$ cat src/rtl/uart_byte_fifo.sv
// Elastic byte FIFO between uart_rx and uart_tx in the serial echo path.
// Strobed writes are buffered and replayed to the transmitter, paced by tx_ready plus a holdoff window.
module uart_byte_fifo #(
  parameter int WIDTH      = 8,
  parameter int DEPTH_LOG2 = 4,
  parameter int HOLDOFF    = 2
) (
  input  logic                  mclk,
  input  logic                  reset,
  input  logic [WIDTH-1:0]      in_data,
  input  logic                  in_strobe,
  input  logic                  tx_ready,
  output logic [WIDTH-1:0]      out_data,
  output logic                  out_strobe,
  output logic [DEPTH_LOG2:0]   count,
  output logic                  empty,
  output logic                  full,
  output logic                  overflow,
  output logic [7:0]            drop_count,
  input  logic                  clear_overflow
);

  localparam int DEPTH = 1 << DEPTH_LOG2;
  localparam logic [DEPTH_LOG2:0] FULL_CNT = (DEPTH_LOG2 + 1)'(DEPTH);
  localparam logic [7:0] HOLD_INIT = 8'(HOLDOFF);

  typedef enum logic {IDLE, HOLD} state_t;

  state_t                 state, state_next;
  logic [7:0]             hold_cnt, hold_cnt_next;
  logic [WIDTH-1:0]       mem [DEPTH];
  logic [DEPTH_LOG2-1:0]  rd_ptr, wr_ptr;
  logic [DEPTH_LOG2:0]    count_next;
  logic                   push, pop, drop;

  function automatic logic [7:0] sat_inc(input logic [7:0] v);
    return (v == 8'hFF) ? v : v + 8'd1;
  endfunction

  function automatic logic [DEPTH_LOG2:0] step_count(input logic [DEPTH_LOG2:0] c,
                                                     input logic p, input logic q);
    case ({p, q})
      2'b10:   return c + 1'b1;
      2'b01:   return c - 1'b1;
      default: return c;
    endcase
  endfunction

  // Next-state: read pacing FSM and push/pop/drop decode on pre-edge state
  always_comb begin
    state_next    = state;
    hold_cnt_next = hold_cnt;
    pop           = 1'b0;
    case (state)
      IDLE: begin
        if (!empty && tx_ready) begin
          pop           = 1'b1;
          state_next    = HOLD;
          hold_cnt_next = HOLD_INIT;
        end
      end
      HOLD: begin
        if (hold_cnt <= 8'd1) begin
          state_next    = IDLE;
          hold_cnt_next = 8'd0;
        end else begin
          hold_cnt_next = hold_cnt - 8'd1;
        end
      end
      default: state_next = IDLE;
    endcase
    push       = in_strobe && (!full || pop);
    drop       = in_strobe && !push;
    count_next = step_count(count, push, pop);
  end

  // Register stage: control state, pointers, flags and the output byte
  always_ff @(posedge mclk) begin
    if (reset) begin
      state      <= IDLE;
      hold_cnt   <= 8'd0;
      rd_ptr     <= '0;
      wr_ptr     <= '0;
      count      <= '0;
      empty      <= 1'b1;
      full       <= 1'b0;
      out_strobe <= 1'b0;
      out_data   <= '0;
      overflow   <= 1'b0;
      drop_count <= 8'd0;
    end else begin
      state      <= state_next;
      hold_cnt   <= hold_cnt_next;
      count      <= count_next;
      empty      <= (count_next == '0);
      full       <= (count_next == FULL_CNT);
      out_strobe <= pop;
      if (pop) begin
        out_data <= mem[rd_ptr];
        rd_ptr   <= rd_ptr + 1'b1;
      end
      if (push) wr_ptr <= wr_ptr + 1'b1;
      // A drop on the same edge as a clear restarts the tally at one
      if (drop) begin
        overflow   <= 1'b1;
        drop_count <= clear_overflow ? 8'd1 : sat_inc(drop_count);
      end else if (clear_overflow) begin
        overflow   <= 1'b0;
        drop_count <= 8'd0;
      end
    end
  end

  // Storage array carries data only and is never reset
  always_ff @(posedge mclk) begin
    if (push) mem[wr_ptr] <= in_data;
  end

endmodule
$ cat config.mk
export PLATFORM = sky130hd
export DESIGN_NAME = uart_byte_fifo
export DESIGN_NICKNAME = d
export VERILOG_FILES = /design/src/rtl/uart_byte_fifo.sv
export SDC_FILE = /design/constraint.sdc
export NUM_CORES = 1
export LEC_CHECK = 0
export ABC_CLOCK_PERIOD_IN_PS = 5100
export CAP_MARGIN = 20
export CORE_MARGIN = 5
export CORE_UTILIZATION = 45
export DETAILED_ROUTE_END_ITERATION = 10
export GPL_TIMING_DRIVEN = 1
export PLACE_DENSITY = 0.59
export SETUP_SLACK_MARGIN = 0.5
export SYNTH_ARGS = -nofsm -noshare
export SYNTH_HDL_FRONTEND = slang
export SYNTH_SLANG_ARGS = --single-unit
$ cat constraint.sdc
create_clock -name mclk -period 5.1 [get_ports mclk]
set_input_delay 0.51 -clock mclk [delete_from_list [all_inputs] [get_ports mclk]]
set_output_delay 0.51 -clock mclk [all_outputs]
set_load 0.05 [all_outputs]
==> summary.txt, run 1 <==
STA
  – Fin crit period: 3.28 ns
  – Final Hold Violating Endpoints: 0
  – Relative slew slack: 44.2%
  – TNS Setup: 0 ns
  – Final setup viols: 0
  – Final Max Slew Viols: 0
  – Fmax: between 0.3 and 0.4 GHz
  – Final Skew: ~0.0090 ns
  – RSZ-0062 raised after global routing: false
  – Slew @ Worst Pin: 0.833 ns
  – Final worst setup slack: 1.82 ns
  – Final period util: between 60% and 70%

Critical path
  – CP endpoint kind: flip-flop
  – Worst path required time: 5.43 ns
  – CP Launch Type: primary input
  – Critical path type: primary input to flip-flop
  – Worst EP arrival: 3.60 ns
  – Worst-path maximum fanout: 24

Clock tree
  – Root Driver: clkbuf_16
  – CTS tree: yes
  – Clk Latency, worst-skew pair: around 0.42 ns
  – Post-CTS Resized: 0
  – H-tree depth: 4
  – CTS Buf Count: 17
  – Number of setup buffers added after CTS: 0
  – Hold-fix buffers, CTS: 0
  – Clock sink count: 170
  – Clk pin slew, worst setup/hold paths: 0.06 ns
  – Clk buf depth: 2

Die
  – Initial Utilization: 45.6%
  – Core area: 0.0151 mm^2
  – DIE AREA: 0.0179 mm^2
  – # rows: 45
  – Floorplan die height: 134 um
  – Die W: 134 um
  – # IOs: 38

Worst hold path
  – HP Class: flip-flop to flip-flop

Global route
  – Met2 Usage GRT: about a quarter
  – Global-route wire length before repair: 21400 um
  – Met1 Usage GRT: 22.5%
  – Largest net degree at the start of global routing: 37
  – Grt met3 use: between 4 and 5%
  – GRT Total Usage: 16.0%
  – Vias in the first global route: 3823
  – Initial antenna violation count: 0
  – GR peak layer: met2
  – Total gr overflow: 0

Synthesis
  – Number of synthesized flops with an enable pin: 128
  – Mapped Nets: 482
  – Synth async-reset ratio: 0%
  – Synth warn: 0
  – Synth Instances: 458
  – Predominant post-synthesis flop cell: edfxtp_1
  – Syn_area_per_cell: approximately 15 um^2
  – Library cells used by synthesis: 45
  – Post-synthesis instance area: 0.00691 mm^2
  – Seq/Total Area, Yosys: 67.8%
  – FF+latch count, synth: 170

Layout
  – P&R area growth vs syn: 15.9%
  – Final instance area: 0.00801 mm^2
  – Fin nets: 524
  – Fin cells: 701
  – Share of cells above drive strength 1: 15.6%
  – Ant. Diodes: 0

Job
  – Maxcap violations: 0

Detailed routing
  – First drt pass iteration count: 4
  – Total number of vias: between 3000 and 4000
  – Vias per cell: 5.45
  – Post-detailed-route count of antenna-violating nets: 0
  – Routed len/inst: 19.4 um
  – DRC violation count after routing: 0
  – Initial DRC Count: ~320
  – WL final: 13600 um

Placement
  – RD Place Congestion: 0.783
  – Pre-CTS setup slack: 1.40 ns
  – IO Port Bufs: 37
  – Post-DP Area: around 0.0075 mm^2
  – Placed insts: 668
  – Detailed Place HPWL: 8740 um

Power and ir drop
  – Power Dens Cells: 402 mW/mm^2
  – Peak supply drop: 0.270 mV
  – Pleak: between 0.002 and 0.003 uW

Outcome
  – Status: complete, no violations
## state kept, by name, summed over array words and instances, names as in the netlist
| signal | flops |
|---|---|
| drop_count | 8 |
| out_strobe | 1 |
| full | 1 |
| empty | 1 |
| hold_cnt | 8 |
| out_data | 8 |
| wr_ptr | 4 |
| state | 1 |
| count | 5 |
| rd_ptr | 4 |
| mem | 128 |
| overflow | 1 |
## critical path, cell delays in order
cell and delay (ns):
clkdlybuf4s50_1 0.46, or3b_1 0.34, buf_4 0.23, a21boi_4 0.31, inv_1 0.11, ha_1 0.31, xor2_1 0.19, ha_1 0.22
a21oi_1 0.16, mux2i_1 0.24, xnor2_1 0.16, and2_1 0.17, nor4bb_1 0.20
## cells in the final DEF, fill, tap and decap left out, types with 2 or more instances in the layout
cell and n:
a21o_1 2, a31oi_1 3, clkinv_1 2, xor2_1 7, nand2_1 14, o21a_1 2
nor2_1 53, nand4_1 4, mux4_2 32, nand2b_1 5, clkinv_2 2, clkbuf_16 17
inv_1 8, ha_1 11, mux2i_1 2, nor2b_1 10, clkinvlp_4 2, a21oi_1 31
a22oi_1 16, nand3_1 7, inv_6 4, o31ai_1 2, clkinv_4 3, nor3_1 11
clkbuf_1 2, xnor2_1 7, buf_4 8, edfxtp_1 128, or3b_1 2, clkdlybuf4s50_1 37
or2_2 4, dfxtp_1 41, a311oi_1 3, o21ai_0 9, or3_1 5, and2_1 2
nor3b_1 2
## worst paths after layout
kind | start | to | depth (start not counted) | slack (ns)
setup / recovery | tx_ready | full$_SDFF_PP0_ | 13 | 1.82
hold / removal | hold_cnt[7]$_SDFFE_PP0P_ | hold_cnt[7]$_SDFFE_PP0P_ | 2 | 0.48
hold reg to reg | hold_cnt[7]$_SDFFE_PP0P_ | hold_cnt[7]$_SDFFE_PP0P_ | 2 | 0.48
setup reg to reg | state$_SDFF_PP0_ | full$_SDFF_PP0_ | 12 | 1.94
## power breakdown
group / internal (uW) / switching [uW] / leakage [uW]
registers: 1530 / 39.5 / 0.00150
clock network: 625 / 515 / 0.000254
logic: 211 / 292 / 0.000823
total: 2370 / 847 / 0.00257
## synthesized netlist by cell type, types with 8 or more instances
cell type,count,area [um^2]
a21oi_1,31,155
a22oi_1,16,120
clkbuf_1,9,33.8
dfxtp_1,42,841
edfxtp_1,128,3840
ha_1,11,138
inv_1,8,30.0
mux4_2,32,721
nand2_1,14,52.6
nor2_1,53,199
nor2b_1,10,62.6
nor3_1,11,55.1
o21ai_0,9,45.0
## final cells by class
| class | count | area [um^2] |
|---|---|---|
| Multi-Input combinational cell | 257 | 2080 |
| Timing Repair Buffer | 46 | 450 |
| Clock inverter | 13 | 93.8 |
| Clock buffer | 19 | 433 |
| Sequential cell | 170 | 4690 |
| Tap cell | 188 | 235 |
| Fill cell | 1238 | 7140 |
| Inverter | 8 | 30.0 |
## metrics by stage
stage / utilization, % / total power (uW) / hold WS (ns)
3_5_place_dp: 49.3 / 2100 / 0.467
5_1_grt: 52.9 / 3370 / 0.517
3_3_place_gp: 49.3 / 2090 / 0.460
2_1_floorplan: - / 1950 / 0.446
4_1_cts: 52.7 / 3240 / 0.481
6_report: 52.9 / 3220 / 0.482
## metal layers
metal	up-vias	wire [um]
li1	1834	-
met2	104	6520
met4	0	91
met5	-	0
met1	1878	6110
met3	4	863
## cell families (layout without fill, tap and decap cells)
kind of cell,count (synthesis),count (layout),share of synthesized area [%]
flops,170,170,67.8
compound gates,74,74,6.86
simple gates,124,124,8.75
xor+xnor,14,14,1.78
buf+inv,31,86,2.08
fa+ha+maj,11,11,1.99
mux,34,34,10.7
No activity file was read; power rests on OpenSTA's default activity.
==> run 2: changes to the inputs <==
--- a/config.mk
+++ b/config.mk
@@ -5,7 +5,7 @@
 export SDC_FILE = /design/constraint.sdc
 export NUM_CORES = 1
 export LEC_CHECK = 0
-export ABC_CLOCK_PERIOD_IN_PS = 5100
+export ABC_CLOCK_PERIOD_IN_PS = 3200
 export CAP_MARGIN = 20
 export CORE_MARGIN = 5
 export CORE_UTILIZATION = 45
==> constraint.sdc (replaced) <==
create_clock -name mclk -period 3.2 [get_ports mclk]
set_input_delay 0.32 -clock mclk [delete_from_list [all_inputs] [get_ports mclk]]
set_output_delay 0.32 -clock mclk [all_outputs]
set_load 0.05 [all_outputs]
==> run 2 against run 1 <==
Net effect:
- power is 67% higher
- hold slack got worse by 0.0057 ns
- via count increased by 3.6%
- sequential share of layout area decreased by 1.6 points
- register-to-register slack worse by 1.3 ns
- utilization grew 1.6 points
- combinational power rose by 58%
- final cell count up 2.4%
- clock skew rose by 0.0025 ns
- die area did not move
- non-clock buffer count is 17 higher
- flip-flop and latch count unchanged
- largest power group unchanged
==> summary.txt, run 2 (synthesis results as in run 1) <==
Outcome
  – Status: complete, no violations (unchanged)

Critical path
  – Critical path's largest stage delay: 0.47 ns (was 0.46 ns)
  – CP Launch Type: primary input (unchanged)
  – Reg2reg start: state$_SDFF_PP0_ (unchanged)
  – CP max-delay cell: clkdlybuf4s50_1 (unchanged)
  – Critical path type: primary input to flip-flop (unchanged)
  – Most used cell, CP: xor2_1 (was ha_1)
  – CP endpoint kind: flip-flop (unchanged)
  – Crit. Startpoint: tx_ready (unchanged)
  – CP bufs+invs: 2 (was 3)
  – Cell family with most CP delay: compound AO/OA/AOI/OAI gates (was buffers and inverters)
  – Worst path required time: 3.55 ns (was 5.43 ns)
  – Crit-path cells: clkdlybuf4s50_1 -> or3b_4 -> a21boi_4 -> inv_2 -> ha_4 -> xor2_1 -> ha_2 -> nor2_1 -> o21a_1 -> o211ai_1 -> xor2_1 -> a31o_2 (was clkdlybuf4s50_1 -> or3b_1 -> buf_4 -> a21boi_4 -> inv_1 -> ha_1 -> xor2_1 -> ha_1 -> a21oi_1 -> mux2i_1 -> xnor2_1 -> and2_1 -> nor4bb_1)
  – Worst-path maximum fanout: 8 (was 24)
  – Worst EP arrival: 2.93 ns (was 3.60 ns)

Job
  – Maxcap violations: 0 (unchanged)

Detailed routing
  – Routed len/inst: 18.9 um (was 19.4 um)
  – First drt pass iteration count: 5 (was 4)
  – Post-detailed-route count of antenna-violating nets: 0 (unchanged)
  – Vias per cell: 5.51 (was 5.45)
  – Initial DRC Count: 280 (was 324)
  – WL final: 13600 um (about the same)
  – DRC violation count after routing: 0 (unchanged)
  – Total number of vias: 3958 (was 3820)

Die
  – # rows: 45 (unchanged)
  – DIE AREA: 0.0179 mm^2 (unchanged)
  – Die W: 134 um (unchanged)
  – Core area: 0.0151 mm^2 (unchanged)
  – Floorplan die height: 134 um (unchanged)
  – Initial Utilization: 45.6% (unchanged)
  – # IOs: 38 (unchanged)

STA
  – Final period util: 80.5%
  – Relative slew slack: 49.9% (was 44.2%)
  – Fin crit period: 2.58 ns
  – Final setup viols: 0 (unchanged)
  – TNS Setup: 0 ns (unchanged)
  – Fmax: 0.388 GHz
  – Final Max Slew Viols: 0 (unchanged)
  – Final Hold Violating Endpoints: 0 (unchanged)
  – RSZ-0062 raised after global routing: false (unchanged)
  – Final Skew: 0.0115 ns (was 0.00901 ns)
  – Slew @ Worst Pin: 0.751 ns (was 0.833 ns)

Global route
  – Initial antenna violation count: 0 (unchanged)
  – GR peak layer: met2 (unchanged)
  – Vias in the first global route: 4077 (was 3823)
  – Global-route wire length before repair: 21900 um (was 21400 um)
  – GRT Total Usage: 16.2% (was 16.0%)
  – Grt met3 use: 4.50% (was 4.35%)
  – Largest net degree at the start of global routing: 36 (was 37)
  – Met1 Usage GRT: 20.7% (was 22.5%)
  – Total gr overflow: 0 (unchanged)
  – Met2 Usage GRT: 26.7% (was 24.6%)

Layout
  – Util after Layout: 54.4% (was 52.9%)
  – Most common cell after layout, fill and taps aside: edfxtp_1 (unchanged)
  – Max reg flops: 128 (unchanged)
  – Commonest non-fill, non-tap cells in the layout: edfxtp_1, nor2_1, dfxtp_1 (unchanged)
  – P&R area growth vs syn: 19.3% (was 15.9%)
  – Combined area of the multi-input logic cells: 0.00211 mm^2 (was 0.00208 mm^2)
  – Register area: 0.00469 mm^2 (about the same)
  – Fin nets: 541 (was 524)
  – Fin cells: 718 (was 701)
  – Ant. Diodes: 0 (unchanged)
  – Share of cells above drive strength 1: 20.8% (was 15.6%)
  – Final instance area: 0.00824 mm^2 (was 0.00801 mm^2)
  – Fillers: 1204 (was 1238)
  – Largest register by flop count: mem (unchanged)

Power and ir drop
  – Pleak: 0.00270 uW (was 0.00257 uW)
  – Power Dens Cells: 651 mW/mm^2 (was 402 mW/mm^2)
  – Total power: 5360 uW (was 3220 uW)
  – Peak supply drop: 0.498 mV (was 0.270 mV)

Placement
  – Detailed Place HPWL: 8910 um (was 8740 um)
  – IO Port Bufs: 37 (unchanged)
  – RD Place Congestion: 0.819 (was 0.783)
  – Placed insts: 684 (was 668)
  – Post-DP Area: 0.00762 mm^2 (was 0.00746 mm^2)

Clock tree
  – CTS tree: yes (unchanged)
  – Clk pin slew, worst setup/hold paths: 0.06 ns (about the same)
  – Clk buf depth: 2 (unchanged)
  – Root Driver: clkbuf_16 (unchanged)
  – H-tree depth: 4 (unchanged)
  – Clock sink count: 170 (unchanged)
  – Hold-fix buffers, CTS: 0 (unchanged)
  – CTS Buf Count: 17 (unchanged)
  – Clk Latency, worst-skew pair: 0.42 ns (about the same)

Worst hold path
  – HP Start: hold_cnt[7]$_SDFFE_PP0P_ (unchanged)
  – HP Class: flip-flop to flip-flop (unchanged)
[run 2: cell types whose count changed in the layout (fill, tap and decap cells not counted), moves of 2 or more]
| cell | delta |
|---|---|
| buf_4 | +17 |
| bufinv_16 | +2 |
| clkbuf_8 | +2 |
| clkinv_1 | -2 |
| dfxtp_1 | -2 |
| dfxtp_4 | +2 |
| ha_1 | -2 |
| inv_1 | -2 |
[run 2: worst register-to-register path: stages (launching register included)]
cell      delay [ns]
dfxtp_4         0.34
or3b_4          0.43
a21boi_4        0.18
inv_2           0.07
ha_4            0.18
xor2_1          0.16
ha_2            0.21
nor2_1          0.06
o21a_1          0.19
o211ai_1        0.21
xor2_1          0.27
a31o_2          0.19
[run 2: path summary, 6_finish.rpt]
kind                                   end  slack, ns  cells past startpoint
hold reg to reg   hold_cnt[7]$_SDFFE_PP0P_       0.48                      2
setup reg to reg          empty$_SDFF_PP1_       0.65                     11
setup / recovery          empty$_SDFF_PP1_       0.62                     12
hold / removal    hold_cnt[7]$_SDFFE_PP0P_       0.48                      2
[run 2: where the power goes]
part / switching [uW] / internal, uW / total, uW
sequential: 73.0 / 2450 / 2520
combinational: 441 / 352 / 793
clock: 849 / 1200 / 2050
[run 2: stage by stage]
step	hold WS, ns	setup slack (ns)
after global placement	0.461	0.279
after detailed placement	0.466	0.206
after CTS	0.476	0.563
after global routing	0.501	0.500
final	0.476	0.624
after floorplan	0.419	0.507
[run 2: area by class of cell]
cell class / instances / area share [%]
clock inverters: 12 / 1.67
repair buffers: 63 / 7.01
clock buffers: 20 / 5.54
flip-flops and latches: 170 / 56.9
multi-input cells: 257 / 25.6
well taps: 188 / 2.85
inverters: 8 / 0.410
[run 2: repair_timing]
item,4_1_cts,5_1_grt
setup buffers,0,2
resized for setup,0,6
setup endpoints to repair,0,3
endpoints found under the hold margin,0,0
[run 2: layer usage]
| metal | vias to the layer above | share of wire [%] |
|---|---|---|
| met3 | 10 | 5.1 |
| met2 | 99 | 50 |
| met5 | - | 0 |
| li1 | 1864 | - |
| met4 | 0 | 1.4 |
| met1 | 1985 | 43 |
==> run 3: changes to the inputs <==
--- a/config.mk
+++ b/config.mk
@@ -5,7 +5,7 @@
 export SDC_FILE = /design/constraint.sdc
 export NUM_CORES = 1
 export LEC_CHECK = 0
-export ABC_CLOCK_PERIOD_IN_PS = 3200
+export ABC_CLOCK_PERIOD_IN_PS = 2600
 export CAP_MARGIN = 20
 export CORE_MARGIN = 5
 export CORE_UTILIZATION = 45
==> constraint.sdc (replaced) <==
create_clock -name mclk -period 2.6 [get_ports mclk]
set_input_delay 0.26 -clock mclk [delete_from_list [all_inputs] [get_ports mclk]]
set_output_delay 0.26 -clock mclk [all_outputs]
set_load 0.05 [all_outputs]
==> run 3 against run 2 <==
Net effect:
- flip-flop and latch count did not move
- final area increased by 1.2%
- worst setup slack lost 0.60 ns
- via count grew 0.63%
- largest cell class unchanged
==> summary.txt, run 3 (synthesis results as in run 1) <==
Layout
  – Most common cell after layout, fill and taps aside: edfxtp_1 (unchanged)
  – Fillers: 1231 (was 1204)
  – Final instance area: 0.00834 mm^2 (was 0.00824 mm^2)
  – Share of cells above drive strength 1: 23.2% (was 20.8%)
  – Fin nets: 553 (was 541)
  – Max reg flops: 128 (unchanged)
  – P&R area growth vs syn: 20.8% (was 19.3%)
  – Largest register by flop count: mem (unchanged)
  – Ant. Diodes: 0 (unchanged)
  – Commonest non-fill, non-tap cells in the layout: edfxtp_1, nor2_1, dfxtp_1 (unchanged)
  – Fin cells: 730 (was 718)

Global route
  – Global-route wire length before repair: 21600 um (was 21900 um)
  – GRT Total Usage: 15.8% (was 16.2%)
  – Largest net degree at the start of global routing: 36 (unchanged)
  – Vias in the first global route: 4040 (was 4077)
  – Total gr overflow: 0 (unchanged)
  – Initial antenna violation count: 0 (unchanged)

Detailed routing
  – Routed len/inst: 18.2 um (was 18.9 um)
  – WL final: 13300 um (was 13600 um)
  – Vias per cell: 5.46 (was 5.51)
  – First drt pass iteration count: 4 (was 5)
  – Initial DRC Count: 255 (was 280)
  – Total number of vias: 3983 (was 3958)
  – Post-detailed-route count of antenna-violating nets: 0 (unchanged)
  – DRC violation count after routing: 0 (unchanged)

Job
  – Maxcap violations: 0 (unchanged)

Worst hold path
  – HP Class: flip-flop to flip-flop (unchanged)
  – HP Start: overflow$_SDFFE_PP0P_ (was hold_cnt[7]$_SDFFE_PP0P_)

Critical path
  – Worst EP arrival: 2.90 ns (was 2.93 ns)
  – Most used cell, CP: ha_4 (was xor2_1)
  – Reg2reg start: empty$_SDFF_PP1_ (was state$_SDFF_PP0_)
  – Critical path's largest stage delay: 0.39 ns (was 0.47 ns)
  – CP Launch Type: flip-flop (was primary input)
  – Crit-path cells: or3b_4 -> a21boi_4 -> inv_2 -> ha_4 -> xor2_2 -> ha_4 -> a21oi_2 -> mux2i_1 -> xnor2_1 -> and2_1 -> nor4bb_2 (was clkdlybuf4s50_1 -> or3b_4 -> a21boi_4 -> inv_2 -> ha_4 -> xor2_1 -> ha_2 -> nor2_1 -> o21a_1 -> o211ai_1 -> xor2_1 -> a31o_2)
  – Worst-path maximum fanout: 3 (was 8)
  – CP endpoint kind: flip-flop (unchanged)
  – CP max-delay cell: or3b_4 (was clkdlybuf4s50_1)
  – Critical path type: flip-flop to flip-flop (was primary input to flip-flop)
  – Worst path required time: 2.93 ns (was 3.55 ns)
  – Crit. Startpoint: empty$_SDFF_PP1_ (was tx_ready)

Clock tree
  – H-tree depth: 4 (unchanged)
  – Clk buf depth: 2 (unchanged)
  – CTS tree: yes (unchanged)
  – CTS Buf Count: 17 (unchanged)
  – Clk pin slew, worst setup/hold paths: 0.06 ns (about the same)
  – Clock sink count: 170 (unchanged)
  – Root Driver: clkbuf_16 (unchanged)
  – Clk Latency, worst-skew pair: 0.42 ns (about the same)
  – Hold-fix buffers, CTS: 0 (unchanged)

STA
  – Relative slew slack: 55.5% (was 49.9%)
  – Final Hold Violating Endpoints: 0 (unchanged)
  – Final setup viols: 0 (unchanged)
  – Fin crit period: between 2 and 3 ns
  – WHS: 0.469 ns (was 0.476 ns)
  – Final Max Slew Viols: 0 (unchanged)
  – RSZ-0062 raised after global routing: true (was false)
  – Fmax: about 0.39 GHz
  – Slew @ Worst Pin: 0.666 ns (was 0.751 ns)
  – Final period util: 99.1%
  – Final Skew: 0.0103 ns (was 0.0115 ns)
  – TNS Setup: 0 ns (unchanged)

Die
  – Core area: 0.0151 mm^2 (unchanged)
  – # rows: 45 (unchanged)
  – Initial Utilization: 45.6% (unchanged)
  – # IOs: 38 (unchanged)
  – Die W: 134 um (unchanged)
  – Floorplan die height: 134 um (unchanged)
  – DIE AREA: 0.0179 mm^2 (unchanged)

Placement
  – Detailed Place HPWL: 8890 um (was 8910 um)
  – IO Port Bufs: 37 (unchanged)
  – RD Place Congestion: 0.801 (was 0.819)
  – Post-DP Area: 0.00771 mm^2 (was 0.00762 mm^2)
  – Placed insts: 692 (was 684)

Power and ir drop
  – Power Dens Cells: 775 mW/mm^2 (was 651 mW/mm^2)
  – Pleak: 0.00275 uW (was 0.00270 uW)
  – Peak supply drop: 0.468 mV (was 0.498 mV)

Outcome
  – Status: complete, no violations (unchanged)
==> run 3: changes by cell type in the layout (fill, tap and decap cells not counted), sizes merged <==
cell           delta
dlymetal6s2s      +1
clkdlybuf4s50     -1
clkinv            -2
bufinv            -2
clkinvlp          +2
buf              +12
inv               +2
==> run 3: final cells by class <==
type,count,area (um^2),area share (%)
timing repair buffer,75,694,8.32
clock buffer,20,437,5.23
multi-input combinational,257,2160,25.9
tap,188,235,2.82
inverter,8,32.5,0.390
sequential,170,4690,56.2
clock inverter,12,91.3,1.09
==> run 3: per-layer routing <==
metal / GRT usage (%) / up-vias / wire length, um
met1: 20.4 / 1980 / 5770
met4: 5.31 / 0 / 205
met5: 0 / - / 0
li1: - / 1889 / -
met2: 25.4 / 96 / 6530
met3: 4.84 / 18 / 810
==> run 3: worst paths after layout <==
check | to | slack (ns) | cells after the start
max | full$_SDFF_PP0_ | 0.02 | 11
min | overflow$_SDFFE_PP0P_ | 0.47 | 2
max reg2reg | full$_SDFF_PP0_ | 0.02 | 11
min reg2reg | overflow$_SDFFE_PP0P_ | 0.47 | 2
==> run 3: worst max-delay path: cells and delay by family, from the launching register on <==
| family | cells | cell delay, ns |
|---|---|---|
| and+or+nand+nor | 3 | 0.76 |
| adders and majority gates | 2 | 0.36 |
| xor gates and xnor gates | 2 | 0.36 |
| DFF | 1 | 0.35 |
| muxes | 1 | 0.30 |
| AOI/OAI and AO/OA | 2 | 0.29 |
| buffers and inverters | 1 | 0.07 |
==> run 3: power breakdown <==
part / internal (uW) / switching (uW)
combinational: 510 / 595
sequential: 3010 / 75.2
clock: 1230 / 1040
==> run 3: timing repair <==
item,in CTS,in global routing
setup buffers,4,2
endpoints found under the hold margin,0,0
setup endpoints to repair,7,7
gates resized for setup,4,11
pin swaps,6,4
==> run 3: through the flow <==
step                      worst slack (ns)  power (uW)  util, %
after global placement              -0.236        4160     50.9
final                               0.0240        6460     55.1
after CTS                           0.0989        6490     54.7
after floorplan                    -0.0807        3840        -
after detailed placement            -0.330        4180     50.9
after global routing               -0.0923        6750     55.1
